**config.mk**
```make
export PLATFORM = sky130hd
export DESIGN_NAME = cycle_timebase
export DESIGN_NICKNAME = d
export VERILOG_FILES = /design/src/rtl/cycle_timebase_pkg.sv /design/src/rtl/cycle_timebase_ce_divider.sv /design/src/rtl/cycle_timebase.sv
export SDC_FILE = /design/constraint.sdc
export NUM_CORES = 1
export LEC_CHECK = 0
export ABC_AREA = 1
export CAP_MARGIN = 20
export CORE_MARGIN = 2
export CORE_UTILIZATION = 50
export DETAILED_ROUTE_END_ITERATION = 16
export DONT_BUFFER_PORTS = 1
export PLACE_DENSITY = 0.64
export SETUP_SLACK_MARGIN = 0.02
export SLEW_MARGIN = 20
export SYNTH_ARGS = -nofsm -noshare
export SYNTH_HDL_FRONTEND = slang
export SYNTH_SLANG_ARGS = --single-unit
```
**constraint.sdc**
```tcl
create_clock -name clk -period 3.55 [get_ports clk]
set_input_delay 0.355 -clock clk [delete_from_list [all_inputs] [get_ports clk]]
set_output_delay 0.355 -clock clk [all_outputs]
set_load 0.005 [all_outputs]
```
**src/rtl/cycle_timebase_pkg.sv**
```systemverilog
// ---------------------------------------------------------------------------
// cycle_timebase_pkg
// Shared mode encodings for the run-control / timebase block.
// Revision: 1.0  initial release
// ---------------------------------------------------------------------------
`default_nettype none

package cycle_timebase_pkg;

  // Run-control mode encodings presented on the mode input
  localparam logic [1:0] MODE_RUN   = 2'b00;
  localparam logic [1:0] MODE_HALT  = 2'b01;
  localparam logic [1:0] MODE_STEP  = 2'b10;
  localparam logic [1:0] MODE_LIMIT = 2'b11;

endpackage : cycle_timebase_pkg

`default_nettype wire

```
**src/rtl/cycle_timebase_ce_divider.sv**
```systemverilog
// ---------------------------------------------------------------------------
// ce_divider
// One clock-enable channel: divides the global tick by a latched divisor and
// emits a one-cycle ce on the last tick of every period.
// Revision: 1.0  initial release
// ---------------------------------------------------------------------------
`default_nettype none

module ce_divider #(
  parameter int DIV_W = 8
) (
  input  logic             clk,
  input  logic             rst,
  input  logic             tick,
  input  logic [DIV_W-1:0] div,
  output logic             ce
);

  localparam logic [DIV_W-1:0] ONE = DIV_W'(1);

  logic [DIV_W-1:0] cnt;       // phase within the current period
  logic [DIV_W-1:0] div_q;     // divisor governing the current period
  logic             fresh;     // first cycle after reset: divisor not yet captured
  logic [DIV_W-1:0] div_norm;  // live divisor with 0 mapped to 1
  logic [DIV_W-1:0] div_eff;   // divisor in force this cycle
  logic             wrap;

  // Pick the divisor for this period and detect the last phase of it
  always_comb begin
    div_norm = (div == '0) ? ONE : div;
    div_eff  = fresh ? div_norm : div_q;
    wrap     = (cnt == (div_eff - ONE));
    ce       = tick & wrap;
  end

  // Advance phase on ticks; capture a new divisor only when a period closes,
  // so a mid-period divisor change waits for the current period to finish
  always_ff @(posedge clk or posedge rst) begin
    if (rst) begin
      cnt   <= '0;
      div_q <= '0;
      fresh <= 1'b1;
    end else begin
      fresh <= 1'b0;
      if (tick && wrap) begin
        cnt   <= '0;
        div_q <= div_norm;
      end else begin
        if (tick) begin
          cnt <= cnt + ONE;
        end
        div_q <= div_eff;
      end
    end
  end

endmodule : ce_divider

`default_nettype wire

```
**src/rtl/cycle_timebase.sv**
```systemverilog
// ---------------------------------------------------------------------------
// cycle_timebase
// Run-control and timebase: turns clk into NUM_CH clock-enable trains and
// counts elapsed ticks under RUN / HALT / STEP / LIMIT control.
// Revision: 1.0  initial release
// ---------------------------------------------------------------------------
`default_nettype none

module cycle_timebase
  import cycle_timebase_pkg::*;
#(
  parameter int NUM_CH = 2,
  parameter int DIV_W  = 8,
  parameter int CNT_W  = 32
) (
  input  logic                    clk,
  input  logic                    rst,
  input  logic [1:0]              mode,
  input  logic                    step_req,
  input  logic [CNT_W-1:0]        limit,
  input  logic [NUM_CH*DIV_W-1:0] div,
  output logic                    tick,
  output logic [NUM_CH-1:0]       ce,
  output logic [CNT_W-1:0]        cycle_count,
  output logic                    running,
  output logic                    done
);

  logic             step_prev;   // previous step_req level, primed high by reset
  logic             step_edge;
  logic             advance;     // tick value for the next cycle
  logic [CNT_W:0]   count_inc;   // cycle_count+1 without overflow
  logic [CNT_W:0]   limit_ext;
  logic [CNT_W-1:0] next_count;
  logic             next_ge_limit;

  // Decode the mode into the advance request for the next cycle
  always_comb begin
    step_edge = step_req & ~step_prev;
    count_inc = {1'b0, cycle_count} + {{CNT_W{1'b0}}, 1'b1};
    limit_ext = {1'b0, limit};
    case (mode)
      MODE_RUN:   advance = 1'b1;
      MODE_STEP:  advance = step_edge;
      MODE_LIMIT: advance = ~done & (count_inc < limit_ext);
      default:    advance = 1'b0;
    endcase
  end

  // Saturating tick counter value after this cycle
  always_comb begin
    next_count = cycle_count;
    if (tick && (cycle_count != {CNT_W{1'b1}})) begin
      next_count = cycle_count + {{(CNT_W-1){1'b0}}, 1'b1};
    end
    next_ge_limit = (next_count >= limit);
  end

  // Step edge detector; a step seen while not in STEP is simply consumed
  always_ff @(posedge clk or posedge rst) begin
    if (rst) begin
      step_prev <= 1'b1;
    end else begin
      step_prev <= step_req;
    end
  end

  // Registered global enable and elapsed-tick counter
  always_ff @(posedge clk or posedge rst) begin
    if (rst) begin
      tick        <= 1'b0;
      cycle_count <= '0;
    end else begin
      tick        <= advance;
      cycle_count <= next_count;
    end
  end

  // Sticky LIMIT completion: set when the count reaches limit, or when LIMIT
  // can make no further progress (covers limit==0); cleared by leaving LIMIT
  always_ff @(posedge clk or posedge rst) begin
    if (rst) begin
      done <= 1'b0;
    end else if (mode != MODE_LIMIT) begin
      done <= 1'b0;
    end else if (done || next_ge_limit || (!tick && !advance)) begin
      done <= 1'b1;
    end
  end

  // Free-running status, one cycle behind mode/done
  always_ff @(posedge clk or posedge rst) begin
    if (rst) begin
      running <= 1'b0;
    end else begin
      running <= (mode == MODE_RUN) || ((mode == MODE_LIMIT) && !done);
    end
  end

  // One divider per clock-enable channel
  generate
    for (genvar i = 0; i < NUM_CH; i++) begin : g_ch
      ce_divider #(
        .DIV_W (DIV_W)
      ) u_div (
        .clk  (clk),
        .rst  (rst),
        .tick (tick),
        .div  (div[i*DIV_W +: DIV_W]),
        .ce   (ce[i])
      );
    end
  endgenerate

endmodule : cycle_timebase

`default_nettype wire

```
==> impl_metrics.yaml <==
outcome:
  status: "finished, final reports clean"
global_route:
  grt_max_degree: 33
  globalRouteOverflowTotal: 0
  grt_pass1_wl_mm: 26.7
  met2_usage_pct: 43.7
  grt_antenna_before_repair: 0
  grt_pass1_vias: 5724
  grt.met3_usage_pct: 6.38
  grt.busiest_layer: "met2"
  grt_usage_pct: 25.3
  use_met1_pct: 30.7
drt:
  drtPass1Iterations: 5
  ant_nets: 0
  num_vias: 5715
  routed_wirelength_mm: 15.9
  drt_iter0_markers: 319
  drc_errors: 0
  viasPerCell: 5.25
  wl_per_cell_um: 14.6
place:
  globalplace.congestion: 0.912
  post-dp-hpwl_mm: 12.8
  io_buffer_count: 0
  preCtsSetupSlack_ps: 154
  dp_cells: 1070
pwr:
  fin_total_pwr_mw: 2.93
  leakage_nw: 3.65
  peakVddDrop_uv: 168
  p_per_area_nw_per_um2: 433
synthesis:
  synth_top_family_by_area: "simple AND/OR/NAND/NOR gates"
  synthFlopType: "dfrtp_1"
  synth-edff-count: 0
  synth_compound_area_share_pct: 9.13
  synth-simple-area-share_pct: 31.8
  postSynthAreaPerCell_um2: 6.88
  synth_xor_area_share_pct: 6.41
  synth_fp_nets: 1026
  ys_seq_elements: 69
  synthMuxAreaShare_pct: 0
  synthArstFlopShare_pct: 100
  netlist_instances: 905
  yosysSeqAreaShare_pct: 27.8
  synthAdderAreaFrac_pct: 13.7
  yosys_warnings: 0
  ys_types: 42
  synth_area_um2: 6220
sta:
  fmax_ghz: 0.297
  finalCriticalPeriod_ps: 3370
  layout_setup_ws_ps: 182
  fin_crit_sh_pct: 94.9
  hold_violations: 0
  drv_slew: 0
  rsz0062_at_grt: "true"
  setup_violations: 0
  clock_skew_ps: 10.7
  tns_ps: 0
job:
  drv_cap: 0
setup_path:
  critPathKind: "flop to flop"
  cpMostUsedCell: "nand2_1"
  worstPathCellList: "ha_1, nand2_1, nor2_2, nand4_1, nor2_2, nand2_1, nand2_1, buf_6, o21ai_0, ha_1, nand2_1, nor2_1, nand4_1, nor2_2, nand4_1, nand3_1, nor2_1, a21oi_1"
  cp_max_fo: 17
  critPathSlowestCell: "dfrtp_1"
  endpoint_kind: "flop"
  reg2reg_depth: 18
  max_stage_delay_ps: 400
  cp_data_arrival_time_ps: 3630
  cp-start-kind: "flop"
  worstPathRequired_ps: 3820
clock_tree:
  clock_tree.buffer_depth: 2
  cts_tree: "built"
  cts.clk_slew.worst_paths_ps: 60
  postCtsSetupBuffers: 0
  clkLatencyLatePin_ps: 340
  htreeDepth: 3
  cts.sinks: 69
  cts-buffers-inserted: 9
  cts_root_buffer: "clkbuf_16"
finish:
  drive_above_1_share_pct: 8.80
  fillCellCount: 1204
  nets: 1036
  n_antenna_cell: 0
  area_growth_syn_to_layout_pct: 8.70
  fin_util_pct: 56.1
  fin_cells: 1088
hold_path:
  hold_depth: 2
  hp-class: "input pin to flop"
floorplanning:
  die_w_um: 116
  core_area_um2: 12100
  rows: 40
  ios: 90
  die-area_um2: 13400
  start_util_pct: 51.6
  die_h_um: 116
[power by group]
group / switching [mW] / total, mW / internal [mW]
Sequential: 0.158 / 1.08 / 0.927
Clock: 0.367 / 0.860 / 0.493
Combinational: 0.611 / 0.985 / 0.374
Total: 1.14 / 2.93 / 1.79
[critical path, delay by kind of cell, from the launching register on]
kind                       cells  cell delay (ps)
and+or+nand+nor               13             1850
DFF                            1              400
AOI/OAI and AO/OA              2              310
adders and majority gates      2              530
buffers and inverters          1              210
[cell usage in the layout (no fill, tap or decap), drive strengths merged]
cell / count
or3: 1
o21ai: 60
a21oi: 31
nand3: 47
and3: 2
buf: 13
inv: 153
nand4: 27
nand2: 248
dfrtp: 67
o211ai: 3
o21a: 2
xnor3: 1
a211oi: 1
clkinvlp: 3
dlygate4sd3: 2
nor3: 21
dfstp: 2
nand3b: 1
a21o: 4
nor2: 93
clkinv: 1
xnor2: 5
or2: 7
conb: 1
nor4: 7
clkbuf: 11
xor2: 38
ha: 68
[registers in the layout, indices dropped and copies added, names as in the netlist]
| name | cells |
|---|---|
| cycle_count | 32 |
| g_ch.u_div.cnt | 16 |
| g_ch.u_div.div_q | 16 |
| done | 1 |
| g_ch.u_div.fresh | 1 |
| running | 1 |
| step_prev | 1 |
| tick | 1 |
[Yosys cell counts, types with 2 or more instances]
master	count	share of area (%)
ha_1	68	14
inv_2	7	0.42
o211ai_1	3	0.36
dfrtp_1	67	27
nor3_1	21	1.7
nand4_1	27	2.7
nand3_1	46	3.7
inv_1	144	8.7
or2_1	2	0.20
a21o_1	4	0.48
a21oi_1	30	2.4
or2_2	5	0.50
nor4_1	6	0.60
o21ai_2	6	0.84
nand2_2	8	0.80
o21a_1	2	0.24
o21ai_0	43	3.5
nand2_1	240	14
nor2_1	85	5.1
o21ai_1	10	0.80
xor2_1	38	5.3
and3_1	2	0.20
buf_2	3	0.24
clkbuf_1	3	0.18
xnor2_1	5	0.70
buf_4	6	0.72
dfstp_2	2	0.84
nor2_2	6	0.60
buf_6	3	0.54
[layer usage]
layer | part of all wire [%] | vias to the layer above
met3 | 6.4 | 28
li1 | - | 2915
met5 | 0 | -
met4 | 2.0 | 0
met1 | 44 | 2635
met2 | 48 | 137
[repair_timing]
| action | CTS | global route |
|---|---|---|
| endpoints found under the setup margin | 0 | 2 |
| hold buffers | 2 | 0 |
| hold endpoints to repair | 18 | 0 |
| gates resized for setup | 0 | 17 |
[cells by family after synthesis]
kind of cell    Yosys count
simple gates            454
flops                    69
xor+xnor                 44
buf+inv                 168
other cells               1
fa+ha+maj                68
compound gates          101
[worst paths after layout]
path | startpoint | endpoint | slack [ps]
setup reg to reg | cycle_count[1]$_DFF_PP0_ | done$_DFFE_PP0P_ | 180
min in group asynchronous | rst | g_ch[0].u_div.div_q[3]$_DFF_PP0_ | 460
setup / recovery | cycle_count[1]$_DFF_PP0_ | done$_DFFE_PP0P_ | 180
hold reg to reg | g_ch[1].u_div.cnt[1]$_DFFE_PP0P_ | g_ch[1].u_div.cnt[1]$_DFFE_PP0P_ | 570
hold / removal | div[9] | g_ch[1].u_div.div_q[1]$_DFF_PP0_ | 160
max in group asynchronous | rst | cycle_count[23]$_DFF_PP0_ | 2260
[area by class of cell]
class / instances / area (um2) / share of cell area (%)
well taps: 168 / 210 / 3.11
clock buffers: 11 / 243 / 3.59
flip-flops and latches: 69 / 1730 / 25.6
inverters: 152 / 576 / 8.51
repair buffers: 15 / 125 / 1.85
clock inverters: 5 / 36.3 / 0.536
multi-input cells: 668 / 3840 / 56.8
[per-stage QoR]
| stage | area [um2] | hold WS [ps] |
|---|---|---|
| after floorplan | 6220 | 359 |
| after global placement | 6410 | 263 |
| after detailed placement | 6410 | 267 |
| after CTS | 6710 | 148 |
| after global routing | 6770 | 155 |
| final | 6770 | 157 |
Power figures use the tool's default switching activity.
